===== config.mk =====
export PLATFORM = sky130hd
export DESIGN_NAME = regfile_write_arbiter_flat
export DESIGN_NICKNAME = d
export VERILOG_FILES = /design/src/rtl/regfile_write_arbiter_if.sv /design/src/rtl/regfile_write_arbiter.sv /design/src/flat_wrapper.sv
export SDC_FILE = /design/constraint.sdc
export NUM_CORES = 1
export LEC_CHECK = 0
export CORE_MARGIN = 2
export CORE_UTILIZATION = 24
export CTS_CLUSTER_DIAMETER = 100
export DETAILED_ROUTE_END_ITERATION = 6
export GPL_TIMING_DRIVEN = 0
export RECOVER_POWER = 50
export SYNTH_ARGS = -nofsm -noshare
export SYNTH_HDL_FRONTEND = slang
export SYNTH_SLANG_ARGS = --single-unit

===== constraint.sdc =====
create_clock -name clk -period 3.7 [get_ports clk]
set_input_delay 0.74 -clock clk [delete_from_list [all_inputs] [get_ports clk]]
set_output_delay 0.74 -clock clk [all_outputs]
set_load 0.01 [all_outputs]

===== src/rtl/regfile_write_arbiter_if.sv =====
// Writeback bus between the ALU/load requesters and the register file port.
// The slave side is the arbiter; the master side drives the requests.
interface regfile_write_arbiter_if;
    logic        stall;
    logic        alu_valid;
    logic [4:0]  alu_rd;
    logic [31:0] alu_data;
    logic        alu_ready;
    logic        ld_valid;
    logic [4:0]  ld_rd;
    logic [31:0] ld_data;
    logic        ld_ready;
    logic        regwrite;
    logic [4:0]  wr_addr;
    logic [31:0] W_Data;
    logic        grant_src;

    modport slave (
        input  stall,
        input  alu_valid,
        input  alu_rd,
        input  alu_data,
        output alu_ready,
        input  ld_valid,
        input  ld_rd,
        input  ld_data,
        output ld_ready,
        output regwrite,
        output wr_addr,
        output W_Data,
        output grant_src
    );

    modport master (
        output stall,
        output alu_valid,
        output alu_rd,
        output alu_data,
        input  alu_ready,
        output ld_valid,
        output ld_rd,
        output ld_data,
        input  ld_ready,
        input  regwrite,
        input  wr_addr,
        input  W_Data,
        input  grant_src
    );
endinterface


===== src/rtl/regfile_write_arbiter.sv =====
// Two-port register-file writeback arbiter: loads win by default, the ALU
// wins once it has been refused STARVE_MAX cycles in a row.
module regfile_write_arbiter #(
    parameter int unsigned STARVE_MAX = 3
) (
    input logic               clk,
    input logic               reset,
    regfile_write_arbiter_if.slave bus
);
    localparam logic [3:0] STARVE_LIM = 4'(STARVE_MAX);

    logic [3:0]  starve_q, starve_d;
    logic        regwrite_q, regwrite_d;
    logic [4:0]  wr_addr_q, wr_addr_d;
    logic [31:0] wdata_q, wdata_d;
    logic        src_q, src_d;

    logic starve_full;
    logic alu_go;
    logic ld_go;

    assign starve_full = (starve_q == STARVE_LIM);

    // Grants are purely combinational; reset and stall gate both ports.
    always_comb begin
        alu_go = 1'b0;
        ld_go  = 1'b0;
        if (!reset && !bus.stall) begin
            ld_go  = bus.ld_valid && !(bus.alu_valid && starve_full);
            alu_go = bus.alu_valid && !ld_go;
        end
    end

    always_comb begin
        starve_d = starve_q;
        if (!bus.stall) begin
            if (!bus.alu_valid || alu_go) begin
                starve_d = 4'd0;
            end else if (!starve_full) begin
                starve_d = starve_q + 4'd1;
            end
        end
    end

    // Writes to x0 still update address/data but never assert the enable.
    always_comb begin
        regwrite_d = 1'b0;
        wr_addr_d  = wr_addr_q;
        wdata_d    = wdata_q;
        src_d      = src_q;
        unique case (1'b1)
            ld_go: begin
                regwrite_d = (bus.ld_rd != 5'd0);
                wr_addr_d  = bus.ld_rd;
                wdata_d    = bus.ld_data;
                src_d      = 1'b1;
            end
            alu_go: begin
                regwrite_d = (bus.alu_rd != 5'd0);
                wr_addr_d  = bus.alu_rd;
                wdata_d    = bus.alu_data;
                src_d      = 1'b0;
            end
            default: begin
                regwrite_d = 1'b0;
            end
        endcase
    end

    always_ff @(posedge clk or posedge reset) begin
        if (reset) begin
            starve_q   <= 4'd0;
            regwrite_q <= 1'b0;
            wr_addr_q  <= 5'd0;
            wdata_q    <= 32'd0;
            src_q      <= 1'b0;
        end else begin
            starve_q   <= starve_d;
            regwrite_q <= regwrite_d;
            wr_addr_q  <= wr_addr_d;
            wdata_q    <= wdata_d;
            src_q      <= src_d;
        end
    end

    assign bus.alu_ready = alu_go;
    assign bus.ld_ready  = ld_go;
    assign bus.regwrite  = regwrite_q;
    assign bus.wr_addr   = wr_addr_q;
    assign bus.W_Data    = wdata_q;
    assign bus.grant_src = src_q;
endmodule


===== src/flat_wrapper.sv =====
// flat-port wrapper written by rule: the top's interface ports become plain ports
module regfile_write_arbiter_flat 
#(
    parameter int unsigned STARVE_MAX = 3
)
  (clk, reset, bus_stall, bus_alu_valid, bus_alu_rd, bus_alu_data, bus_alu_ready, bus_ld_valid, bus_ld_rd, bus_ld_data, bus_ld_ready, bus_regwrite, bus_wr_addr, bus_W_Data, bus_grant_src);
  regfile_write_arbiter_if bus_i ();
  input logic clk;
  input logic reset;
  input wire logic [$bits(bus_i.stall)-1:0] bus_stall;
  input wire logic [$bits(bus_i.alu_valid)-1:0] bus_alu_valid;
  input wire logic [$bits(bus_i.alu_rd)-1:0] bus_alu_rd;
  input wire logic [$bits(bus_i.alu_data)-1:0] bus_alu_data;
  output wire logic [$bits(bus_i.alu_ready)-1:0] bus_alu_ready;
  input wire logic [$bits(bus_i.ld_valid)-1:0] bus_ld_valid;
  input wire logic [$bits(bus_i.ld_rd)-1:0] bus_ld_rd;
  input wire logic [$bits(bus_i.ld_data)-1:0] bus_ld_data;
  output wire logic [$bits(bus_i.ld_ready)-1:0] bus_ld_ready;
  output wire logic [$bits(bus_i.regwrite)-1:0] bus_regwrite;
  output wire logic [$bits(bus_i.wr_addr)-1:0] bus_wr_addr;
  output wire logic [$bits(bus_i.W_Data)-1:0] bus_W_Data;
  output wire logic [$bits(bus_i.grant_src)-1:0] bus_grant_src;
  assign bus_i.stall = bus_stall;
  assign bus_i.alu_valid = bus_alu_valid;
  assign bus_i.alu_rd = bus_alu_rd;
  assign bus_i.alu_data = bus_alu_data;
  assign bus_alu_ready = bus_i.alu_ready;
  assign bus_i.ld_valid = bus_ld_valid;
  assign bus_i.ld_rd = bus_ld_rd;
  assign bus_i.ld_data = bus_ld_data;
  assign bus_ld_ready = bus_i.ld_ready;
  assign bus_regwrite = bus_i.regwrite;
  assign bus_wr_addr = bus_i.wr_addr;
  assign bus_W_Data = bus_i.W_Data;
  assign bus_grant_src = bus_i.grant_src;
  regfile_write_arbiter #(.STARVE_MAX(STARVE_MAX)) u_core (.clk(clk), .reset(reset), .bus(bus_i));
endmodule

# After elaboration in Yosys (flattened, before gate mapping)
# Cells that the tools add are included.
# word_totals
inputBits	79
wordCells	31
register_bits	43
# op_classes
n_reduce_logical	14
bitwise_logic	1
n_eq_ne	2
addsub	1
n_mux	8
# ops
cell	count
32-bit one-hot mux with 2 select lines	1
5-bit one-hot mux with 2 select lines	1
5-bit nonzero test	2
4-bit 2-to-1 mux	2
1-bit zero test	5
4-bit by 1-bit adder with 4-bit output (second input constant)	1
4-bit by 2-bit == test with 1-bit output (second input constant)	1
1-bit logical AND	4
1-bit one-hot mux with 2 select lines	2
1-bit 2-to-1 mux	2
2-bit != test (second input constant)	1
2-bit AND reduction	1
2-bit nonzero test	1
1-bit logical OR	1
1-bit NOT	1

# Logic depth before layout (Yosys ltp)
# Gate-level depths: netlist (run 1).
# depth
ltp_word	10
depth_mapped	6
mapped_depth_nobuf	4

# Least setup slack after synthesis (run 1)
# OpenSTA, ideal clock, no wires.
# synth_timing
kind	in2out
start	input port bus_stall
end	output port bus_alu_ready
arrival_ns	1.573
slack_ns	1.387
cell_stages	4
n_path_buf	1
cell_sequence	nor2_1 > clkbuf_1 > nand2_1 > a21oi_1
# synth_between
elab_chain_len	3
# synth_rtl
element	line_no	source
start: declaration	flat_wrapper.sv:10	input wire logic [$bits(bus_i.stall)-1:0] bus_stall;
1-bit zero test	regfile_write_arbiter.sv:28	if (!reset && !bus.stall) begin
1-bit logical AND	regfile_write_arbiter.sv:28	
1-bit 2-to-1 mux	regfile_write_arbiter.sv:28	
end: declaration	flat_wrapper.sv:14	output wire logic [$bits(bus_i.alu_ready)-1:0] bus_alu_ready;
# Every way passes these cells.

# Final worst setup path (run 1)
# Ends and elaborated chain as after synthesis.

==> reports/metrics.csv, run 1 <==
stage,metric,value,unit
status,outcome,completed,
global_routing,grt_antenna_before_repair,0,
global_routing,grt_pass1_vias,2811,
cells_and_area,fin_area,4282,sq um
cells_and_area,syn_to_final_growth,55.83,%
power,power_frac_clock,29.1,%
detailed_routing,drc,0,
clock_network,cts_buffer_depth,2,
sta,tns,0,ns
detailed_routing,vias_per_cell,5.068,
floorplan,coreArea,11270,sq um
placement,hpwl,7165,um
setup_path,cpMostUsedCell,clkdlybuf4s50_1,
yosys,synthCells,257,
setup_path,critical_path_buf_inv_count,3,
power,p_leak,1.461,nW
setup_path,path_cells,clkdlybuf4s50_1 -> nor2_2 -> clkbuf_2 -> nand2_1 -> a21oi_1 -> clkdlybuf4s50_1,
setup_path,startpoint_type,input pin,
clock_network,clk_pin_slew,0.06,ns
floorplan,die_y,111.0,um
clock_network,cts_sinks,43,
global_routing,grt_max_degree,27,
setup_path,crit_required,2.96,ns
floorplan,floorplan.initialDensity,24.38,%
power,p_total,1.520,mW
setup_path,slowest_delay,0.57,ns
yosys,synth.distinct_cells,31,
sta,setup_viol,0,
detailed_routing,wl_per_cell,18.50,um
sta,drv_slew,0,
clock_network,cts_root_buf,clkbuf_16,
cells_and_area,final_common_cell,clkdlybuf4s50_1,
power,switching_share,30.06,%
job,cap_violations,0,
global_routing,grt_pass1_wl,15660,um
sta,rsz0062_at_grt,no,
setup_path,crit_type,in2out,
min_path,hold_class,reg2reg,
yosys,avgSynthCellArea,10.69,sq um
setup_path,cp_slowest_cell,clkdlybuf4s50_1,
yosys,netlist_area,2748,sq um
floorplan,row_count,39,
detailed_routing,vias,2676,
yosys,ys_warn_count,0,
min_path,whs_path_depth,1,
clock_network,worstSkewPairLatency,0.29,ns
global_routing,grt-ovfl-total,0,
sta,clock_skew,0.006314,ns
sta,min_period,3.540,ns
clock_network,cts_tree,yes,
yosys,synth_seq_area_share,39.16,%
sta,worstMarginPinSlew,0.8484,ns
power,power_frac_comb,31.9,%
detailed_routing,drt_iter0_markers,129,
sta,fmax,0.2825,GHz
clock_network,cts_made_buffers,5,
detailed_routing,drt_pass1_iterations,4,
cells_and_area,final_cell_mix,"clkdlybuf4s50_1, dfrtp_1, a21oi_1, nor3b_1, dlygate4sd3_1",
detailed_routing,ant_nets,0,
sta,finalCritPeriodShare,95.68,%
clock_network,htreeDepth,2,
placement,place_congestion,0.7944,
placement,placed_area,4138,sq um
setup_path,critical_path.top_delay_family,buffers and inverters,
cells_and_area,drive_gt1_share,17.92,%
global_routing,track_usage,15.72,%
sta,slew_headroom,43.38,%
power,powerDensity,355.0,nW/um^2
clock_network,holdBufCountCts,0,
power,ir_drop,0.1684,mV
power,seqPwrFrac,38.9,%
floorplan,ios,120,
cells_and_area,final_net_count,464,
yosys,synth_nets,337,
floorplan,die-area,12320,sq um
detailed_routing,finalWirelength,9766,um
setup_path,crit_fanout,10,
sta,final_hold_viol_count,0,
cells_and_area,antennaDiodeCount,0,
yosys,yosys_register_bits,43,
clock_network,cts_setup_buffers,0,
setup_path,worstPathArrival,2.80,ns
clock_network,cts_resized,1,
setup_path,rr_worst_depth,5,
setup_path,cp-end-kind,output port,
power,netSwitchingPower,0.4569,mW
setup_path,crit_cells,6,
power,intPower,1.063,mW
placement,io_buffers,119,
floorplan,die_w,111.0,um
==> registers in the layout, indices dropped and copies added, names as in the netlist <==
name                  cells
u_core.bus.wr_addr        5
u_core.starve_q           4
u_core.bus.regwrite       1
u_core.bus.grant_src      1
u_core.bus.W_Data        32
==> path summary, 6_finish.rpt <==
check	start	to	slack (ns)
setup / recovery	bus_stall	bus_alu_ready	0.16
hold / removal	u_core.bus.grant_src$_DFFE_PP0P_	u_core.bus.grant_src$_DFFE_PP0P_	0.52
setup reg to reg	u_core.starve_q[0]$_DFFE_PP0P_	u_core.bus.regwrite$_DFF_PP0_	1.94
hold reg to reg	u_core.bus.grant_src$_DFFE_PP0P_	u_core.bus.grant_src$_DFFE_PP0P_	0.52
max in group asynchronous	reset	u_core.bus.W_Data[2]$_DFFE_PP0P_	1.90
min in group asynchronous	reset	u_core.starve_q[2]$_DFFE_PP0P_	1.16
==> Yosys cell counts <==
| cell | instances | share of area [%] |
|---|---|---|
| nand2_1 | 3 | 0.41 |
| or4_1 | 3 | 0.82 |
| nor4b_1 | 19 | 6.1 |
| nor3_1 | 1 | 0.18 |
| ha_1 | 1 | 0.46 |
| a211oi_1 | 16 | 4.4 |
| clkbuf_4 | 1 | 0.27 |
| clkbuf_1 | 12 | 1.6 |
| a211oi_2 | 18 | 8.2 |
| nand3_1 | 2 | 0.36 |
| o2bb2ai_1 | 2 | 0.64 |
| nor3b_1 | 33 | 9.0 |
| buf_6 | 4 | 1.6 |
| a21oi_1 | 39 | 7.1 |
| dfrtp_1 | 43 | 39 |
| a21o_1 | 2 | 0.55 |
| nor2b_1 | 4 | 0.91 |
| nand4bb_1 | 1 | 0.41 |
| and4bb_2 | 1 | 0.46 |
| o21ai_0 | 3 | 0.55 |
| buf_2 | 14 | 2.6 |
| buf_4 | 1 | 0.27 |
| o21ai_1 | 1 | 0.18 |
| o2111ai_1 | 2 | 0.64 |
| or2_1 | 2 | 0.46 |
| a311oi_1 | 4 | 1.3 |
| nor2_1 | 2 | 0.27 |
| nor4b_2 | 19 | 10 |
| inv_1 | 2 | 0.27 |
| nor4_1 | 1 | 0.23 |
| nand3b_1 | 1 | 0.27 |
==> worst reg2reg max path, delay by kind of cell, from the launching register on <==
family | cells | cell delay, ns
flops | 1 | 0.42
simple gates | 2 | 0.38
compound gates | 1 | 0.33
fa+ha+maj | 1 | 0.26
buf+inv | 1 | 0.26
==> kinds of logic after synthesis <==
logic type / count (synthesis) / synth area share (%)
AOI/OAI and AO/OA: 87 / 23.50
and+or+nand+nor: 92 / 30.24
adders and majority gates: 1 / 0.4553
buffers and inverters: 34 / 6.649
DFF: 43 / 39.16
==> metal layers <==
metal / GRT usage, % / share of wire [%] / vias to the layer above
met4: 3.750 / 1.1 / 0
met5: 0 / 0 / -
met2: 26.38 / 48 / 99
met3: 3.007 / 5.7 / 8
met1: 20.95 / 45 / 1303
li1: - / - / 1266
==> final cells by class <==
cell class              instances  area, sq um
plain buffers                  32        176.4
clock buffers                   5        125.1
clock inverters                 3        15.01
fillers                      1128         6990
inverters                       2        7.507
multi-input cells             180         1491
flip-flops and latches         43         1076
well taps                     143        178.9
repair buffers                120         1211
==> metrics by stage <==
step / std cells / worst slack [ns] / util, % / hold slack (ns)
floorplan: 257 / 1.387 / - / 0.4822
CTS: 528 / 0.1291 / 37.96 / 0.5130
detailed placement: 520 / -0.01458 / 36.71 / 0.4866
global placement: 519 / -0.04831 / 36.53 / 0.5018
finish: 528 / 0.1598 / 37.98 / 0.5174
global route: 528 / 0.06953 / 37.98 / 0.5394
==> power groups by stage <==
stage / registers (mW) / clock network, mW / logic, mW
global route: 0.601 / 0.473 / 0.522
detailed placement: 0.600 / 0 / 0.502
floorplan: 0.628 / 0 / 0.173
finish: 0.592 / 0.443 / 0.486
global placement: 0.600 / 0 / 0.494
CTS: 0.594 / 0.452 / 0.505
(Power assumes the default switching activity.)
==> run 2, diff against run 1 <==
--- a/config.mk
+++ b/config.mk
@@ -10,7 +10,7 @@
 export CTS_CLUSTER_DIAMETER = 100
 export DETAILED_ROUTE_END_ITERATION = 6
 export GPL_TIMING_DRIVEN = 0
-export RECOVER_POWER = 50
+export RECOVER_POWER = 25
 export SYNTH_ARGS = -nofsm -noshare
 export SYNTH_HDL_FRONTEND = slang
 export SYNTH_SLANG_ARGS = --single-unit
==> reports/metrics.csv, run 2 (same netlist as run 1, synthesis figures left out) <==
stage,metric,value,unit,change
cells_and_area,drive_gt1_share,17.92,%,unchanged
setup_path,cp-end-kind,output port,,unchanged
clock_network,htreeDepth,2,,unchanged
detailed_routing,vias_per_cell,5.063,,was 5.068
detailed_routing,vias,2673,,was 2676
setup_path,slowest_delay,0.61,ns,was 0.57 ns
power,p_total,1.534,mW,was 1.520 mW
cells_and_area,final_cell_mix,"clkdlybuf4s50_1, dfrtp_1, a21oi_1, nor3b_1",,"was clkdlybuf4s50_1, dfrtp_1, a21oi_1, nor3b_1, dlygate4sd3_1"
power,ir_drop,0.1678,mV,was 0.1684 mV
setup_path,worstPathArrival,2.81,ns,was 2.80 ns
clock_network,cts_setup_buffers,0,,unchanged
sta,slew_headroom,44.01,%,was 43.38%
global_routing,grt_pass1_wl,15660,um,unchanged
placement,io_buffers,119,,unchanged
detailed_routing,ant_nets,0,,unchanged
sta,min_period,3.547,ns,was 3.540 ns
placement,place_congestion,0.7944,,unchanged
setup_path,crit_fanout,10,,unchanged
global_routing,grt_antenna_before_repair,0,,unchanged
clock_network,holdBufCountCts,0,,unchanged
detailed_routing,drc,0,,unchanged
job,cap_violations,0,,unchanged
sta,fin_ws,0.1526,ns,was 0.1598 ns
detailed_routing,finalWirelength,9771,um,was 9766 um
clock_network,cts_tree,yes,,unchanged
cells_and_area,final_common_cell,clkdlybuf4s50_1,,unchanged
cells_and_area,final_net_count,464,,unchanged
setup_path,cp_slowest_cell,dlygate4sd3_1,,was clkdlybuf4s50_1
sta,clock_skew,0.005781,ns,was 0.006314 ns
sta,tns,0,ns,unchanged
placement,place_ws,-0.01458,ns,unchanged
cells_and_area,largest_register_ffs,32,,unchanged
clock_network,cts_root_buf,clkbuf_16,,unchanged
power,powerDensity,358.3,nW/um^2,was 355.0 nW/um^2
detailed_routing,drt_pass1_iterations,4,,unchanged
cells_and_area,fillerInstances,1128,,unchanged
clock_network,clk_pin_slew,0.06,ns,about the same
sta,rsz0062_at_grt,no,,unchanged
setup_path,crit_required,2.96,ns,about the same
setup_path,crit_type,in2out,,unchanged
floorplan,floorplan.initialDensity,24.38,%,unchanged
floorplan,die_w,111.0,um,unchanged
sta,final_hold_viol_count,0,,unchanged
setup_path,path_cells,dlygate4sd3_1 -> nor2_2 -> clkbuf_2 -> nand2_1 -> a21oi_1 -> clkdlybuf4s50_1,,was clkdlybuf4s50_1 -> nor2_2 -> clkbuf_2 -> nand2_1 -> a21oi_1 -> clkdlybuf4s50_1
cells_and_area,fin_area,4282,sq um,unchanged
min_path,hold_class,reg2reg,,unchanged
power,p_leak,1.469,nW,was 1.461 nW
floorplan,row_count,39,,unchanged
cells_and_area,syn_to_final_growth,55.83,%,unchanged
detailed_routing,drt_iter0_markers,124,,was 129
global_routing,grt_max_degree,27,,unchanged
floorplan,ios,120,,unchanged
clock_network,worstSkewPairLatency,0.29,ns,about the same
floorplan,die_y,111.0,um,unchanged
detailed_routing,wl_per_cell,18.51,um,was 18.50 um
sta,setup_viol,0,,unchanged
cells_and_area,final_core_util,37.98,%,unchanged
clock_network,cts_made_buffers,5,,unchanged
cells_and_area,antennaDiodeCount,0,,unchanged
sta,finalCritPeriodShare,95.88,%,was 95.68%
sta,fmax,0.2819,GHz,was 0.2825 GHz
status,outcome,completed,,unchanged
sta,worstMarginPinSlew,0.8390,ns,was 0.8484 ns
global_routing,track_usage,15.72,%,unchanged
global_routing,grt-ovfl-total,0,,unchanged
floorplan,coreArea,11270,sq um,unchanged
sta,drv_slew,0,,unchanged
placement,placed_area,4138,sq um,unchanged
global_routing,grt_pass1_vias,2811,,unchanged
clock_network,cts_buffer_depth,2,,unchanged
placement,hpwl,7165,um,unchanged
setup_path,startpoint_type,input pin,,unchanged
clock_network,cts_sinks,43,,unchanged
floorplan,die-area,12320,sq um,unchanged
[run 2: changes by cell type in the layout (fill, tap and decap cells not counted), sizes merged]
| cell | before | now |
|---|---|---|
| clkdlybuf4s50 | 99 | 118 |
| dlygate4sd3 | 20 | 1 |
[run 2: stage by stage]
stage / hold slack, ns / std cells
after floorplan: 0.4822 / 257
after global routing: 0.5394 / 528
after global placement: 0.5018 / 519
after CTS: 0.5130 / 528
final: 0.5173 / 528
after detailed placement: 0.4866 / 520
[run 2: layout make-up]
| cell class | count | area, sq um | share of cell area (%) |
|---|---|---|---|
| Inverter | 2 | 7.507 | 0.1753 |
| Tap cell | 143 | 178.9 | 4.179 |
| Multi-Input combinational cell | 180 | 1491 | 34.83 |
| Buffer | 32 | 176.4 | 4.120 |
| Timing Repair Buffer | 120 | 1211 | 28.29 |
| Clock buffer | 5 | 125.1 | 2.922 |
| Sequential cell | 43 | 1076 | 25.13 |
| Clock inverter | 3 | 15.01 | 0.3507 |
[run 2: final timing paths]
kind                       slack (ns)                                to                        startpoint  cells after the start
max in group asynchronous        1.90  u_core.bus.W_Data[2]$_DFFE_PP0P_                             reset                      3
min                              0.52  u_core.bus.grant_src$_DFFE_PP0P_  u_core.bus.grant_src$_DFFE_PP0P_                      1
max                              0.15                     bus_alu_ready                             reset                      6
min reg2reg                      0.52  u_core.bus.grant_src$_DFFE_PP0P_  u_core.bus.grant_src$_DFFE_PP0P_                      1
max reg2reg                      1.94     u_core.bus.regwrite$_DFF_PP0_    u_core.starve_q[0]$_DFFE_PP0P_                      5
min in group asynchronous        1.16    u_core.starve_q[2]$_DFFE_PP0P_                             reset                      2
[run 2: critical path, delay by kind of cell]
family                 cells  cell delay, ns
buffers and inverters      3            1.50
and+or+nand+nor            2            0.37
AOI/OAI and AO/OA          1            0.20
[run 2: metal layers]
layer	global-route usage, %	up-vias	part of all wire, %
li1	-	1266	-
met1	20.95	1311	45
met2	26.38	88	48
met3	3.007	8	5.4
met4	3.750	0	1.1
met5	0	-	0
[run 2: timing repair]
action,CTS,global route
resized for setup,1,1
pin swaps,0,0
setup endpoints to repair,1,1
[run 2: power breakdown]
| group | internal (mW) | switching [mW] | leakage, nW | total [mW] |
|---|---|---|---|---|
| clock network | 0.247 | 0.195 | 0.0733 | 0.442 |
| registers | 0.546 | 0.0482 | 0.485 | 0.594 |
| logic | 0.284 | 0.215 | 0.911 | 0.499 |
| total | 1.08 | 0.458 | 1.47 | 1.53 |
==> run 3, diff against run 2 <==
--- a/config.mk
+++ b/config.mk
@@ -6,10 +6,11 @@
 export NUM_CORES = 1
 export LEC_CHECK = 0
 export CORE_MARGIN = 2
-export CORE_UTILIZATION = 24
+export CORE_UTILIZATION = 46
 export CTS_CLUSTER_DIAMETER = 100
 export DETAILED_ROUTE_END_ITERATION = 6
 export GPL_TIMING_DRIVEN = 0
+export PLACE_DENSITY = 0.87
 export RECOVER_POWER = 25
 export SYNTH_ARGS = -nofsm -noshare
 export SYNTH_HDL_FRONTEND = slang
==> reports/metrics.csv, run 3 (same netlist as run 1, synthesis figures left out) <==
stage,metric,value,unit,change
placement,place_congestion,0.9175,,was 0.7944
clock_network,cts_sinks,43,,unchanged
sta,slew_headroom,-3.695,%,was 44.01%
min_path,hold_class,reg2reg,,unchanged
sta,drv_slew,29,,was 0
detailed_routing,finalWirelength,8482,um,was 9771 um
setup_path,r2r-start,u_core.starve_q[0]$_DFFE_PP0P_,,unchanged
placement,hpwl,6358,um,was 7165 um
job,cap_violations,1,,was 0
global_routing,grt_use_met1,33.45,%,was 20.95%
sta,setup_viol,0,,unchanged
power,powerDensity,342.1,nW/um^2,was 358.3 nW/um^2
detailed_routing,vias_per_cell,5.907,,was 5.063
placement,io_buffers,119,,unchanged
global_routing,track_usage,26.26,%,was 15.72%
global_routing,grt_max_degree,29,,was 27
clock_network,cts_made_buffers,5,,unchanged
global_routing,grt_antenna_before_repair,0,,unchanged
sta,rsz0062_at_grt,no,,unchanged
detailed_routing,drt_iter0_markers,165,,was 124
detailed_routing,vias,2717,,was 2673
status,outcome,"finished, violations left",,was completed
clock_network,worstSkewPairLatency,0.29,ns,about the same
global_routing,busiest_layer,met2,,unchanged
global_routing,grt-ovfl-total,0,,unchanged
clock_network,clk_pin_slew,0.08,ns,was 0.06 ns
cells_and_area,antennaDiodeCount,0,,unchanged
setup_path,crit_fanout,10,,unchanged
status,violations,"capacitance limit, slew limit",,
cells_and_area,final_cell_mix,"clkdlybuf4s50_1, dfrtp_1, a21oi_1, nor3b_1",,unchanged
floorplan,row_count,28,,was 39
detailed_routing,drc,0,,unchanged
floorplan,die_w,81.29,um,was 111.0 um
cells_and_area,drive_gt1_share,17.14,%,was 17.92%
sta,finalCritPeriodShare,95.29,%,was 95.88%
setup_path,cp-end-kind,output port,,unchanged
detailed_routing,drt_pass1_iterations,4,,unchanged
clock_network,holdBufCountCts,0,,unchanged
floorplan,coreArea,5851,sq um,was 11270 sq um
setup_path,worstSetupStartpoint,bus_stall,,was reset
detailed_routing,wl_per_cell,18.44,um,was 18.51 um
sta,final_hold_viol_count,0,,unchanged
sta,min_period,3.526,ns,was 3.547 ns
setup_path,worstPathArrival,2.79,ns,was 2.81 ns
floorplan,die_y,81.29,um,was 111.0 um
sta,tns,0,ns,unchanged
detailed_routing,ant_nets,0,,unchanged
sta,fmax,0.2836,GHz,was 0.2819 GHz
setup_path,startpoint_type,input pin,,unchanged
setup_path,regToRegEndpoint,u_core.bus.W_Data[1]$_DFFE_PP0P_,,was u_core.bus.regwrite$_DFF_PP0_
min_path,min-delay-start,u_core.bus.grant_src$_DFFE_PP0P_,,unchanged
floorplan,die-area,6607,sq um,was 12320 sq um
cells_and_area,syn_to_final_growth,50.59,%,was 55.83%
global_routing,grt_pass1_vias,2786,,was 2811
global_routing,grt_util_met2,44.84,%,was 26.38%
placement,place_ws,0.06502,ns,was -0.01458 ns
sta,fin_ws,0.1742,ns,was 0.1526 ns
clock_network,cts_root_buf,clkbuf_8,,was clkbuf_16
global_routing,grtUsageMet3,4.667,%,was 3.007%
floorplan,floorplan.initialDensity,46.96,%,was 24.38%
setup_path,rr_worst_depth,6,,was 5
clock_network,htreeDepth,2,,unchanged
global_routing,grt_pass1_wl,13430,um,was 15660 um
clock_network,cts_buffer_depth,2,,unchanged
power,p_leak,1.439,nW,was 1.469 nW
power,ir_drop,0.1853,mV,was 0.1678 mV
cells_and_area,final_common_cell,clkdlybuf4s50_1,,unchanged
setup_path,crit_path_end,bus_alu_ready,,unchanged
cells_and_area,final_net_count,464,,unchanged
clock_network,cts_tree,yes,,unchanged
cells_and_area,largest_register_ffs,32,,unchanged
sta,worstMarginPinSlew,1.555,ns,was 0.8390 ns
sta,clock_skew,0.006476,ns,was 0.005781 ns
setup_path,crit_type,in2out,,unchanged
floorplan,ios,120,,unchanged
setup_path,crit_required,2.96,ns,about the same
setup_path,reg2reg_slack,2.02,ns,was 1.94 ns
## run 3: cell count changes in the layout (fill, tap and decap cells not counted), sizes merged
cell	delta
buf	-1
clkbuf	+4
clkdlybuf4s50	+1
clkinv	-3
dlygate4sd3	-1
## run 3: final cells by class
| cell class | instances | area, sq um |
|---|---|---|
| Timing Repair Buffer | 120 | 1195 |
| Fill cell | 454 | 1713 |
| Buffer | 32 | 176.4 |
| Inverter | 2 | 7.507 |
| Sequential cell | 43 | 1076 |
| Multi-Input combinational cell | 180 | 1489 |
| Clock buffer | 8 | 100.1 |
| Tap cell | 75 | 93.84 |
## run 3: per-stage QoR
stage	utilization [%]	instance area (sq um)	hold WS (ns)	std cells	power, mW
global route	70.72	4138	0.5301	460	1.481
CTS	70.98	4153	0.5083	460	1.423
detailed placement	69.27	4053	0.4874	452	1.092
global placement	68.93	4033	0.4818	451	1.079
finish	70.72	4138	0.5101	460	1.416
floorplan	-	2748	0.4822	257	0.8012
## run 3: worst min path at each step
stage,to,slack [ns],depth (start not counted)
final,u_core.bus.grant_src$_DFFE_PP0P_,0.51,1
after global routing,u_core.bus.grant_src$_DFFE_PP0P_,0.53,1
after CTS,u_core.bus.grant_src$_DFFE_PP0P_,0.51,1
after detailed placement,u_core.bus.grant_src$_DFFE_PP0P_,0.49,1
after global placement,u_core.bus.grant_src$_DFFE_PP0P_,0.48,1
after floorplan,u_core.starve_q[1]$_DFFE_PP0P_,0.48,1
## run 3: where the power goes
part	leakage, nW	internal, mW	switching [mW]	total [mW]
clock network	0.0515	0.171	0.163	0.333
registers	0.485	0.545	0.0476	0.592
logic	0.902	0.282	0.208	0.490
## run 3: repair_timing
action                                  in CTS  in global routing
buffers inserted                             0                  0
endpoints found under the setup margin       0                  1
gates resized for setup                      0                  2
## run 3: metal layers
| metal | vias to the layer above | part of all wire [%] |
|---|---|---|
| met2 | 111 | 53 |
| met5 | - | 0 |
| met1 | 1325 | 39 |
| li1 | 1267 | - |
| met3 | 14 | 6.2 |
| met4 | 0 | 1.8 |
## run 3: worst max-delay path, cell delays in order
cell	delay, ns
clkdlybuf4s50_1	0.51
nor2_1	0.40
clkbuf_2	0.32
nand2_1	0.10
a21oi_1	0.15
clkdlybuf4s50_1	0.56
